### src/rtl/imem_loader_if.sv
// Byte-stream link into the loader plus the instruction-memory write port it drives.
interface imem_loader_if;
    logic [7:0]  byte_in;
    logic        byte_valid;
    logic        byte_ready;
    logic        wr_en;
    logic [31:0] wr_addr;
    logic [31:0] wr_data;

    modport master (
        output byte_in, byte_valid,
        input  byte_ready, wr_en, wr_addr, wr_data
    );

    modport slave (
        input  byte_in, byte_valid,
        output byte_ready, wr_en, wr_addr, wr_data
    );
endinterface

### src/rtl/imem_loader.sv
// Loads a framed big-endian image (len, words, xor checksum) into instruction memory,
// holding the core stalled until a good image is in place.
module imem_loader #(
    parameter int DEPTH = 256
) (
    input  logic        clk,
    input  logic        rst_n,
    input  logic        start,
    imem_loader_if.slave bus,
    output logic        cpu_hold,
    output logic        done,
    output logic        error
);
    localparam int CW = $clog2(DEPTH) + 1;

    typedef enum logic [2:0] {
        S_IDLE, S_LEN_HI, S_LEN_LO, S_DATA, S_WRITE, S_CSUM, S_DONE, S_ERR
    } state_t;

    state_t        state, state_nx;
    logic [7:0]    len_hi;
    logic [7:0]    csum;
    logic [15:0]   n_words;
    logic [1:0]    bcnt;
    logic [23:0]   sh;
    logic [CW-1:0] wcnt;
    logic [31:0]   wr_addr_q, wr_data_q;

    logic          accept, can_start, oversize, last_word, csum_ok;
    logic [15:0]   n_rx;

    assign accept    = bus.byte_valid && bus.byte_ready;
    assign can_start = start && (state == S_IDLE || state == S_DONE || state == S_ERR);
    assign n_rx      = {len_hi, bus.byte_in};
    assign oversize  = n_rx > 16'(DEPTH);
    // wcnt still holds the count before the word being written this cycle
    assign last_word = (16'(wcnt) + 16'd1) >= n_words;
    assign csum_ok   = bus.byte_in == csum;

    always_ff @(posedge clk or negedge rst_n) begin
        if (!rst_n) state <= S_IDLE;
        else        state <= state_nx;
    end

    always_comb begin
        state_nx       = state;
        bus.byte_ready = 1'b0;
        bus.wr_en      = 1'b0;
        cpu_hold       = 1'b1;
        case (state)
            S_IDLE, S_DONE: begin
                cpu_hold = 1'b0;
                if (start) state_nx = S_LEN_HI;
            end
            S_ERR: begin
                if (start) state_nx = S_LEN_HI;
            end
            S_LEN_HI: begin
                bus.byte_ready = 1'b1;
                if (accept) state_nx = S_LEN_LO;
            end
            S_LEN_LO: begin
                bus.byte_ready = 1'b1;
                if (accept) begin
                    if (oversize)          state_nx = S_ERR;
                    else if (n_rx == '0)   state_nx = S_CSUM;
                    else                   state_nx = S_DATA;
                end
            end
            S_DATA: begin
                bus.byte_ready = 1'b1;
                if (accept && bcnt == 2'd3) state_nx = S_WRITE;
            end
            S_WRITE: begin
                bus.wr_en = 1'b1;
                state_nx  = last_word ? S_CSUM : S_DATA;
            end
            S_CSUM: begin
                bus.byte_ready = 1'b1;
                if (accept) state_nx = csum_ok ? S_DONE : S_ERR;
            end
            default: state_nx = S_IDLE;
        endcase
    end

    always_ff @(posedge clk or negedge rst_n) begin
        if (!rst_n) begin
            len_hi    <= '0;
            csum      <= '0;
            n_words   <= '0;
            bcnt      <= '0;
            sh        <= '0;
            wcnt      <= '0;
            wr_addr_q <= '0;
            wr_data_q <= '0;
            done      <= 1'b0;
            error     <= 1'b0;
        end else begin
            if (can_start) begin
                done      <= 1'b0;
                error     <= 1'b0;
                csum      <= '0;
                bcnt      <= '0;
                wcnt      <= '0;
                wr_addr_q <= '0;
            end
            if (accept) begin
                csum <= csum ^ bus.byte_in;
                case (state)
                    S_LEN_HI: len_hi <= bus.byte_in;
                    S_LEN_LO: begin
                        n_words <= n_rx;
                        if (oversize) error <= 1'b1;
                    end
                    S_DATA: begin
                        bcnt <= bcnt + 2'd1;
                        sh   <= {sh[15:0], bus.byte_in};
                        // address/data are latched together so both hold until the next write
                        if (bcnt == 2'd3) begin
                            wr_data_q <= {sh, bus.byte_in};
                            wr_addr_q <= 32'(wcnt);
                        end
                    end
                    S_CSUM: begin
                        if (csum_ok) done  <= 1'b1;
                        else         error <= 1'b1;
                    end
                    default: ;
                endcase
            end
            if (state == S_WRITE) wcnt <= wcnt + 1'b1;
        end
    end

    assign bus.wr_addr = wr_addr_q;
    assign bus.wr_data = wr_data_q;
endmodule

### src/flat_wrapper.sv
// flat-port wrapper written by rule: the top's interface ports become plain ports
module imem_loader_flat 
#(
    parameter int DEPTH = 256
)
  (clk, rst_n, start, cpu_hold, done, error, bus_byte_in, bus_byte_valid, bus_byte_ready, bus_wr_en, bus_wr_addr, bus_wr_data);
  imem_loader_if bus_i ();
  input  logic clk;
  input  logic rst_n;
  input  logic start;
  output logic cpu_hold;
  output logic done;
  output logic error;
  input wire logic [$bits(bus_i.byte_in)-1:0] bus_byte_in;
  input wire logic [$bits(bus_i.byte_valid)-1:0] bus_byte_valid;
  output wire logic [$bits(bus_i.byte_ready)-1:0] bus_byte_ready;
  output wire logic [$bits(bus_i.wr_en)-1:0] bus_wr_en;
  output wire logic [$bits(bus_i.wr_addr)-1:0] bus_wr_addr;
  output wire logic [$bits(bus_i.wr_data)-1:0] bus_wr_data;
  assign bus_i.byte_in = bus_byte_in;
  assign bus_i.byte_valid = bus_byte_valid;
  assign bus_byte_ready = bus_i.byte_ready;
  assign bus_wr_en = bus_i.wr_en;
  assign bus_wr_addr = bus_i.wr_addr;
  assign bus_wr_data = bus_i.wr_data;
  imem_loader #(.DEPTH(DEPTH)) u_core (.clk(clk), .rst_n(rst_n), .start(start), .bus(bus_i), .cpu_hold(cpu_hold), .done(done), .error(error));
endmodule
### config.mk
export PLATFORM = sky130hd
export DESIGN_NAME = imem_loader_flat
export DESIGN_NICKNAME = d
export VERILOG_FILES = /design/src/rtl/imem_loader_if.sv /design/src/rtl/imem_loader.sv /design/src/flat_wrapper.sv
export SDC_FILE = /design/constraint.sdc
export NUM_CORES = 1
export LEC_CHECK = 0
export BUFFER_PORTS_ARGS = -buffer_cell sky130_fd_sc_hd__buf_2
export CORE_UTILIZATION = 60
export DETAILED_ROUTE_END_ITERATION = 6
export PLACE_DENSITY = 0.83
export SLEW_MARGIN = 20
export SYNTH_ARGS = -nofsm -noshare
export SYNTH_HDL_FRONTEND = slang
export SYNTH_SLANG_ARGS = --single-unit
### constraint.sdc
create_clock -name clk -period 4.9 [get_ports clk]
set_input_delay 0.49 -clock clk [delete_from_list [all_inputs] [get_ports clk]]
set_output_delay 0.49 -clock clk [all_outputs]
set_load 0.02 [all_outputs]
==> flow_summary.ini, run 1 <==
[status]
status = finished, final reports clean

[final_layout]
fillCellCount = 661
drive_gt1_share_pct = 20.8
areaGrowthSynthToFinish_pct = 17.5
multi_input_area_mm2 = 0.00219
instances_no_fill = 801
seq_area_mm2 = 0.00340
nets = 684
fin_util_pct = 73.4
diodes = 0

[floorplanning]
std_cell_rows = 35
die_y_um = 101
die_area_mm2 = 0.0101
die_w_um = 101
fp.coreArea_mm2 = 0.00933
start_util_pct = 62.5
ios = 81

[critical_path]
ff2ff_setup_slack_ps = 2240
crit_family = buffers and inverters
crit_fanout = 13
critPathArrivalTime_ps = 2290
path_buf_inv = 2
critPathMaxStageDelay_ps = 570
crit_slowest_cell = dfrtp_1
cp_cell_sequence = nor2_1, nand2_1, clkinv_1, buf_2
ff2ff_path_depth = 10
critPathKind = register to output port
worst_setup_path_start_kind = register
critical_path_depth = 4
worstPathRequired_ps = 4410
endpoint_kind = output port

[detailed_routing]
avgRoutedWirePerCell_um = 16.1
via_per_inst = 5.66
first_pass_iters = 5
dr_total_vias = 4534
drt_iter0_drc = 309
drc = 0
wirelength_um = 12900
drtAntennaViolNets = 0

[place]
gp_congestion = 0.899
pre_cts_ws_ps = 2140
io_buffers = 80
placed_cells = 769
dp_hpwl_um = 8180

[timing]
period_needed_ps = 2780
setup_ws_ps = 2120
maxSlewViolCount = 0
setup_viol = 0
finalHoldViolations = 0
fmax_mhz = 360
fin_skew_ps = 6.67
maxSlewHeadroom_pct = 35.1
fin_crit_sh_pct = 56.6
worstMarginPinSlew_ps = 971
rsz0062_at_grt = no
setup_tns_ps = 0

[synth]
ys_ff_latch = 136
netlist_area_mm2 = 0.00583
seq_area_frac_synth_pct = 58.4
synthFlopType = dfrtp_1
synth-warning-count = 0
syn_inst = 590
async_reset_ff_share_pct = 100
yosys.cell_types.count = 47
syn_avg_cell_area_um2 = 9.88
syn-num-nets = 614
synth_edf_count = 0

[pwr]
power_density_mw_per_mm2 = 583
vdd_ir_drop_max_uv = 319
p_total_uw = 3990
p_leak_uw = 0.00373

[clock_tree]
cts_tree = yes
clk_pin_slew_ps = 60
cts_sinks = 136
ctsResizeCount = 0
ctsRootBufferMaster = clkbuf_8
cts_made_buffers = 17
htree_num_levels = 4
clockBufferDepth = 2
cts_setup_buffers = 0
clk_latency_ps = 530
postCtsHoldBufs = 1

[global_routing]
grt_antenna_before_repair = 0
grt_max_degree = 70
grt_pass1_wl_um = 20900
grt_pass1_vias = 4408
globalRouteTotalUtil_pct = 27.3
overflow = 0

[worst_hold_path]
holdPathStages = 3
hold_path.class = input pin to register

[flow_run]
cap_violations = 0
final timing paths:
check	startpoint	endpoint
setup / recovery	u_core.state[0]$_DFFE_PN0P_	bus_wr_en
hold / removal	bus_byte_in[0]	u_core.sh[0]$_DFFE_PN0P_
setup reg to reg	u_core.wcnt[1]$_DFFE_PN0P_	u_core.state[1]$_DFFE_PN0P_
hold reg to reg	u_core.bus.wr_data[4]$_DFFE_PN0P_	u_core.bus.wr_data[4]$_DFFE_PN0P_
max in group asynchronous	rst_n	u_core.csum[6]$_DFFE_PN0P_
min in group asynchronous	rst_n	u_core.bus.wr_addr[20]$_DFF_PN0_
cell type report:
cell class              instances  share of cell area (%)
flip-flops and latches        136                    49.7
multi-input cells             407                    32.0
repair buffers                 86                    6.58
clock buffers                  18                    6.25
clock inverters                13                    2.47
well taps                     129                    2.36
inverters                      12                   0.658
cells in the final DEF, fill, tap and decap left out, types with 3 or more instances in the layout:
master	count
nand2_1	201
dfrtp_1	136
buf_2	79
o21ai_0	36
and3_1	27
nor2_1	20
clkbuf_16	16
mux2_2	15
xnor2_1	13
nand3_1	12
ha_1	12
inv_1	11
a22o_1	9
nand2b_1	9
buf_4	6
nor3_1	4
nor4_1	4
clkinv_4	4
xor2_1	3
nand4_1	3
a21o_1	3
a31oi_1	3
o31ai_1	3
inv_6	3
bufinv_16	3
through the flow:
stage	hold WS, ps	cell area, um^2
6_report	284	6850
5_1_grt	283	6850
4_1_cts	266	6850
3_5_place_dp	457	6240
3_3_place_gp	454	6240
2_1_floorplan	194	5830
report_power, final:
group	switching, uW	internal (uW)
combinational	638	392
sequential	239	1440
clock	488	791
registers in the layout, summed over array words and instances, names as in the netlist, 2 cells and up:
signal,flops
u_core.state,3
u_core.csum,8
u_core.sh,24
u_core.wcnt,9
u_core.bus.wr_data,32
u_core.len_hi,8
u_core.n_words,16
u_core.bus.wr_addr,32
u_core.bcnt,2
kinds of logic (layout without fill, tap and decap cells):
logic type	after synthesis	after routing	synth area share [%]
xor gates and xnor gates	16	16	2.41
AOI/OAI and AO/OA	71	71	7.84
adders and majority gates	12	12	2.58
DFF	136	136	58.4
and+or+nand+nor	293	293	21.8
muxes	15	15	2.90
buffers and inverters	47	129	4.04
cell usage after synthesis (2+ instances only):
master | number | area, um^2
a31oi_1 | 3 | 18.8
ha_1 | 12 | 150
nand2b_1 | 9 | 56.3
buf_1 | 3 | 11.3
nand2_1 | 201 | 754
and4_1 | 2 | 17.5
xnor2_1 | 13 | 114
o21ai_0 | 37 | 185
o31ai_1 | 3 | 22.5
mux2_2 | 15 | 169
xor2_1 | 3 | 26.3
buf_2 | 8 | 40.0
nor2_2 | 2 | 12.5
o32ai_1 | 2 | 17.5
nand3_1 | 12 | 60.1
clkbuf_1 | 13 | 48.8
nor4_1 | 4 | 25.0
a21o_1 | 3 | 22.5
a22o_1 | 9 | 78.8
and2_1 | 3 | 18.8
a21oi_1 | 2 | 10.0
and3_1 | 27 | 169
nor2b_1 | 2 | 12.5
nor3_1 | 4 | 20.0
inv_1 | 11 | 41.3
dfrtp_1 | 136 | 3400
buf_4 | 9 | 67.6
nand4_1 | 3 | 18.8
buf_6 | 2 | 22.5
nor2_1 | 20 | 75.1
per-layer routing:
| metal | up-vias | GRT usage (%) | wire length, um | share of wire (%) |
|---|---|---|---|---|
| met4 | 0 | 14.5 | 474 | 3.7 |
| met1 | 2199 | 33.5 | 5300 | 41 |
| met5 | - | 0 | 0 | 0 |
| li1 | 2092 | - | - | - |
| met3 | 48 | 7.14 | 765 | 5.9 |
| met2 | 195 | 44.6 | 6360 | 49 |
tightest hold or removal path, cell delays in order:
cell and delay (ps):
buf_2 170, nand2_1 80, nand2_1 40
Note: power is estimated with default switching activity, not from simulation.
==> run 2, diff against run 1 <==
--- a/config.mk
+++ b/config.mk
@@ -6,9 +6,9 @@
 export NUM_CORES = 1
 export LEC_CHECK = 0
 export BUFFER_PORTS_ARGS = -buffer_cell sky130_fd_sc_hd__buf_2
-export CORE_UTILIZATION = 60
+export CORE_UTILIZATION = 52
 export DETAILED_ROUTE_END_ITERATION = 6
-export PLACE_DENSITY = 0.83
+export PLACE_DENSITY = 0.76
 export SLEW_MARGIN = 20
 export SYNTH_ARGS = -nofsm -noshare
 export SYNTH_HDL_FRONTEND = slang
==> constraint.sdc (replaced) <==
create_clock -name clk -period 2.52 [get_ports clk]
set_input_delay 0.252 -clock clk [delete_from_list [all_inputs] [get_ports clk]]
set_output_delay 0.252 -clock clk [all_outputs]
set_load 0.02 [all_outputs]
==> run 2 against run 1 <==
  * Critical path depth increased by 6
  * Sequential cell count is the same
  * First-iteration DRC count increased by 3.6%
  * Via count fell by 0.86%
  * Largest cell class unchanged
  * Clock skew increased by 4.6 ps
  * Hold slack worse by 240 ps
  * Highest routed layer unchanged
  * Wire length shrank 1.4%
  * Register-to-register slack got worse by 2100 ps
  * Largest power group unchanged
  * Final cell count rose by 3.0%
==> flow_summary.ini, run 2 (synthesis gave the netlist of run 1 again) <==
[floorplanning]
ios = 81
start_util_pct = 53.5
die_y_um = 108
die_area_mm2 = 0.0116
std_cell_rows = 38
die_w_um = 108
fp.coreArea_mm2 = 0.0109

[pwr]
p_leak_uw = 0.00380
power_frac_seq_pct = 41.3
p_int_uw = 5180
power_density_mw_per_mm2 = 1130
p_comb_share_pct = 26.1
netSwitchingPower_uw = 2700
vdd_ir_drop_max_uv = 531
sw_frac_of_total_pct = 34.2
clock_power_share_pct = 32.5

[global_routing]
grt_pass1_vias = 4435
grt_antenna_before_repair = 0
grt_pass1_wl_um = 21700
grt_max_degree = 56
globalRouteTotalUtil_pct = 24.5
overflow = 0

[timing]
rsz0062_at_grt = no
worstMarginPinSlew_ps = 657
fmax_mhz = 414
setup_ws_ps = 107
period_needed_ps = 2410
setup_tns_ps = 0
fin_skew_ps = 11.2
maxSlewHeadroom_pct = 56.2
finalHoldViolations = 0
fin_crit_sh_pct = 95.8
maxSlewViolCount = 0
setup_viol = 0

[critical_path]
worst_setup_path_start_kind = register
critPathKind = register to register
worstPathRequired_ps = 2890
endpoint_kind = register
critPathMaxStageDelay_ps = 400
crit_family = simple AND/OR/NAND/NOR gates
critPathArrivalTime_ps = 2780
path_buf_inv = 0
crit_slowest_cell = dfrtp_1
crit_fanout = 5
cp_cell_sequence = and3_1, and3_2, nand3_2, xnor2_1, ha_1, and4_1, nand4_1, a21o_1, a31oi_1, o2111ai_1

[final_layout]
diodes = 0
drive_gt1_share_pct = 22.8
fillCellCount = 859
final_cell_area_mm2 = 0.00699
final_cell_mix = nand2_1, dfrtp_1, buf_2
areaGrowthSynthToFinish_pct = 19.9
fin_util_pct = 64.2
instances_no_fill = 825
nets = 696
layout_commonest_cell = nand2_1

[clock_tree]
clk_latency_ps = 530
cts_made_buffers = 17
cts_tree = yes
clockBufferDepth = 2
ctsRootBufferMaster = clkbuf_8
htree_num_levels = 4
clk_pin_slew_ps = 70
cts_sinks = 136

[place]
pre_cts_ws_ps = 68.7
io_buffers = 80
detailed_place.area_mm2 = 0.00633
dp_hpwl_um = 8370
gp_congestion = 0.894
placed_cells = 789

[flow_run]
cap_violations = 0

[detailed_routing]
first_pass_iters = 5
dr_total_vias = 4495
wirelength_um = 12700
drt_iter0_drc = 320
via_per_inst = 5.45
drc = 0
drtAntennaViolNets = 0
avgRoutedWirePerCell_um = 15.4

[worst_hold_path]
hold_path.class = input pin to register

[status]
status = finished, final reports clean
run 2: final timing paths:
path / startpoint / endpoint / slack [ps] / cells past startpoint
max: u_core.wcnt[4]$_DFFE_PN0P_ / u_core.state[1]$_DFFE_PN0P_ / 110 / 10
min: bus_byte_in[3] / u_core.bus.wr_data[3]$_DFFE_PN0P_ / 40 / 3
max reg2reg: u_core.wcnt[4]$_DFFE_PN0P_ / u_core.state[1]$_DFFE_PN0P_ / 110 / 10
min reg2reg: u_core.bus.wr_data[30]$_DFFE_PN0P_ / u_core.bus.wr_data[30]$_DFFE_PN0P_ / 470 / 2
max in group asynchronous: rst_n / u_core.csum[2]$_DFFE_PN0P_ / 1440 / 3
min in group asynchronous: rst_n / u_core.bus.wr_addr[22]$_DFF_PN0_ / 290 / 2
run 2: power by group through the flow:
| stage | sequential [uW] | combinational (uW) | clock (uW) |
|---|---|---|---|
| floorplan | 3330 | 1300 | 0 |
| global placement | 3250 | 1920 | 0 |
| detailed placement | 3280 | 2010 | 0 |
| CTS | 3260 | 2040 | 2610 |
| global route | 3340 | 2320 | 2700 |
| finish | 3260 | 2060 | 2560 |
run 2: metrics by stage:
stage | hold WS [ps] | power, uW
floorplan | -43.6 | 4630
global placement | 315 | 5180
detailed placement | 318 | 5290
CTS | 29.5 | 7900
global route | 44.9 | 8370
finish | 43.8 | 7880
run 2: per-layer routing:
| layer | track usage [%] | routed length, um | vias up |
|---|---|---|---|
| met1 | 32.3 | 5600 | 2202 |
| met2 | 39.7 | 6170 | 150 |
| li1 | - | - | 2115 |
| met3 | 5.39 | 617 | 28 |
| met4 | 9.30 | 335 | 0 |
| met5 | 0 | 0 | - |
run 2: tightest hold or removal path: cells and delay by family:
family	cells	cell delay, ps
and+or+nand+nor	2	110
buffers and inverters	1	170
run 2: cell type report:
cell class                      instances  area [um^2]  area share, %
Sequential cell                       136         3400           48.7
Multi-Input combinational cell        407         2200           31.5
Timing Repair Buffer                   98          553           7.91
Clock buffer                           18          428           6.12
Clock inverter                         14          185           2.65
Tap cell                              140          175           2.51
Inverter                               12         45.0          0.645
run 2: timing repair:
item	CTS	global route
endpoints found under the setup margin	0	2
hold endpoints to repair	46	0
buffers inserted	0	3
hold buffers	1	0
resized for setup	0	4
==> run 3, diff against run 2 <==
--- a/config.mk
+++ b/config.mk
@@ -6,7 +6,9 @@
 export NUM_CORES = 1
 export LEC_CHECK = 0
 export BUFFER_PORTS_ARGS = -buffer_cell sky130_fd_sc_hd__buf_2
-export CORE_UTILIZATION = 52
+export CELL_PAD_IN_SITES_DETAIL_PLACEMENT = 2
+export CELL_PAD_IN_SITES_GLOBAL_PLACEMENT = 2
+export CORE_UTILIZATION = 33
 export DETAILED_ROUTE_END_ITERATION = 6
 export PLACE_DENSITY = 0.76
 export SLEW_MARGIN = 20
==> run 3 against run 2 <==
  * Non-clock buffer count increased by 3
  * Clock power increased by 7%
  * Sequential share of layout area decreased by 1.3 points
  * Die area increased by 56%
  * Global-route usage decreased by 3.9 points
  * Fmax increased by 1.7%
  * Via count increased by 1.3%
  * Critical endpoint unchanged
  * Largest cell class unchanged
==> flow_summary.ini, run 3 (synthesis gave the netlist of run 1 again) <==
[status]
status = finished, final reports clean

[critical_path]
worst_setup_path_start_kind = register
worstPathRequired_ps = 2790
critPathArrivalTime_ps = 2640
crit_fanout = 5
endpoint_kind = register
critPathKind = register to register

[place]
io_buffers = 80
dp_hpwl_um = 11100
pre_cts_ws_ps = 52.0
detailed_place.area_mm2 = 0.00647
gp_congestion = 0.815

[final_layout]
drive_gt1_share_pct = 23.0
final_cell_area_mm2 = 0.00718
fillCellCount = 1894
areaGrowthSynthToFinish_pct = 23.3
nets = 699
final_cell_mix = nand2_1, dfrtp_1, buf_2
layout_commonest_cell = nand2_1

[floorplanning]
ios = 81
start_util_pct = 33.7
fp.coreArea_mm2 = 0.0173
std_cell_rows = 48
die_y_um = 135
die_w_um = 135
die_area_mm2 = 0.0182

[clock_tree]
clockBufferDepth = 2
clk_pin_slew_ps = 60
cts_sinks = 136
ctsRootBufferMaster = clkbuf_16
clk_latency_ps = 420
htree_num_levels = 4
cts_made_buffers = 17
cts_tree = yes

[pwr]
p_leak_uw = 0.00383
vdd_ir_drop_max_uv = 570
power_density_mw_per_mm2 = 1150

[global_routing]
grt_pass1_wl_um = 28600
grt_pass1_vias = 5170
grt_antenna_before_repair = 1
globalRouteTotalUtil_pct = 20.6
grt_max_degree = 67
overflow = 0

[timing]
worstMarginPinSlew_ps = 640
maxSlewViolCount = 0
maxSlewHeadroom_pct = 57.3
setup_ws_ps = 148
period_needed_ps = 2370
setup_viol = 0
fin_skew_ps = 8.49
fmax_mhz = 422
fin_crit_sh_pct = 94.1
finalHoldViolations = 0

[detailed_routing]
drc = 0
drt_iter0_drc = 150
wirelength_um = 17200
drtAntennaViolNets = 0
dr_total_vias = 4554
via_per_inst = 4.98
avgRoutedWirePerCell_um = 18.8
first_pass_iters = 4

[worst_hold_path]
hold_path.class = input pin to register

[flow_run]
cap_violations = 0
==> run 3: what timing repair did <==
| item | CTS | global route |
|---|---|---|
| resized for setup | 0 | 8 |
| endpoints found under the setup margin | 0 | 2 |
| hold buffers | 1 | 0 |
| setup buffers | 0 | 4 |
| hold endpoints to repair | 64 | 0 |
==> run 3: metal layers <==
metal / share of wire, % / vias up / GRT usage (%)
li1: - / 2125 / -
met2: 53 / 67 / 36.1
met3: 2.4 / 25 / 3.72
met5: 0 / - / 0
met1: 43 / 2337 / 25.5
met4: 2.0 / 0 / 7.12
==> run 3: final timing paths <==
kind	from	endpoint	slack [ps]	cells past startpoint
setup / recovery	u_core.wcnt[3]$_DFFE_PN0P_	u_core.state[1]$_DFFE_PN0P_	150	10
hold / removal	bus_byte_in[4]	u_core.bus.wr_data[4]$_DFFE_PN0P_	170	3
setup reg to reg	u_core.wcnt[3]$_DFFE_PN0P_	u_core.state[1]$_DFFE_PN0P_	150	10
hold reg to reg	u_core.bus.wr_data[16]$_DFFE_PN0P_	u_core.bus.wr_data[16]$_DFFE_PN0P_	470	2
max in group asynchronous	rst_n	u_core.wcnt[3]$_DFFE_PN0P_	1290	3
min in group asynchronous	rst_n	u_core.bus.wr_data[27]$_DFFE_PN0P_	400	2
==> run 3: layout make-up <==
type	count	area, um^2	share of cell area, %
Clock inverter	12	200	2.79
Tap cell	225	282	3.92
Inverter	12	45.0	0.627
Antenna cell	1	2.50	0.0348
Clock buffer	20	437	6.08
Multi-Input combinational cell	407	2220	30.9
Timing Repair Buffer	101	592	8.24
Sequential cell	136	3400	47.4
==> run 3: stage by stage <==
step	hold slack, ps	setup TNS, ps	total power, uW	cells	utilization (%)
2_1_floorplan	-43.6	0	4630	590	-
3_3_place_gp	294	0	5280	876	37.4
3_5_place_dp	303	0	5450	876	37.4
4_1_cts	154	0	8310	909	41.1
5_1_grt	174	-3.66	8740	914	41.5
6_report	168	0	8230	914	41.5
==> run 3: critical path, stage by stage, from the launching register on <==
cell	delay [ps]
dfrtp_2	400
and3_1	210
and3_4	230
nand3_2	110
xnor2_1	160
ha_1	300
and4_1	240
nand4_1	110
a21o_1	170
a31oi_1	160
o2111ai_1	110
==> run 3: power by group <==
part | internal [uW] | switching (uW) | total [uW] | leakage (uW)
Clock | 1760 | 974 | 2730 | 0.000300
Combinational | 844 | 1370 | 2220 | 0.00172
Sequential | 2810 | 484 | 3290 | 0.00180
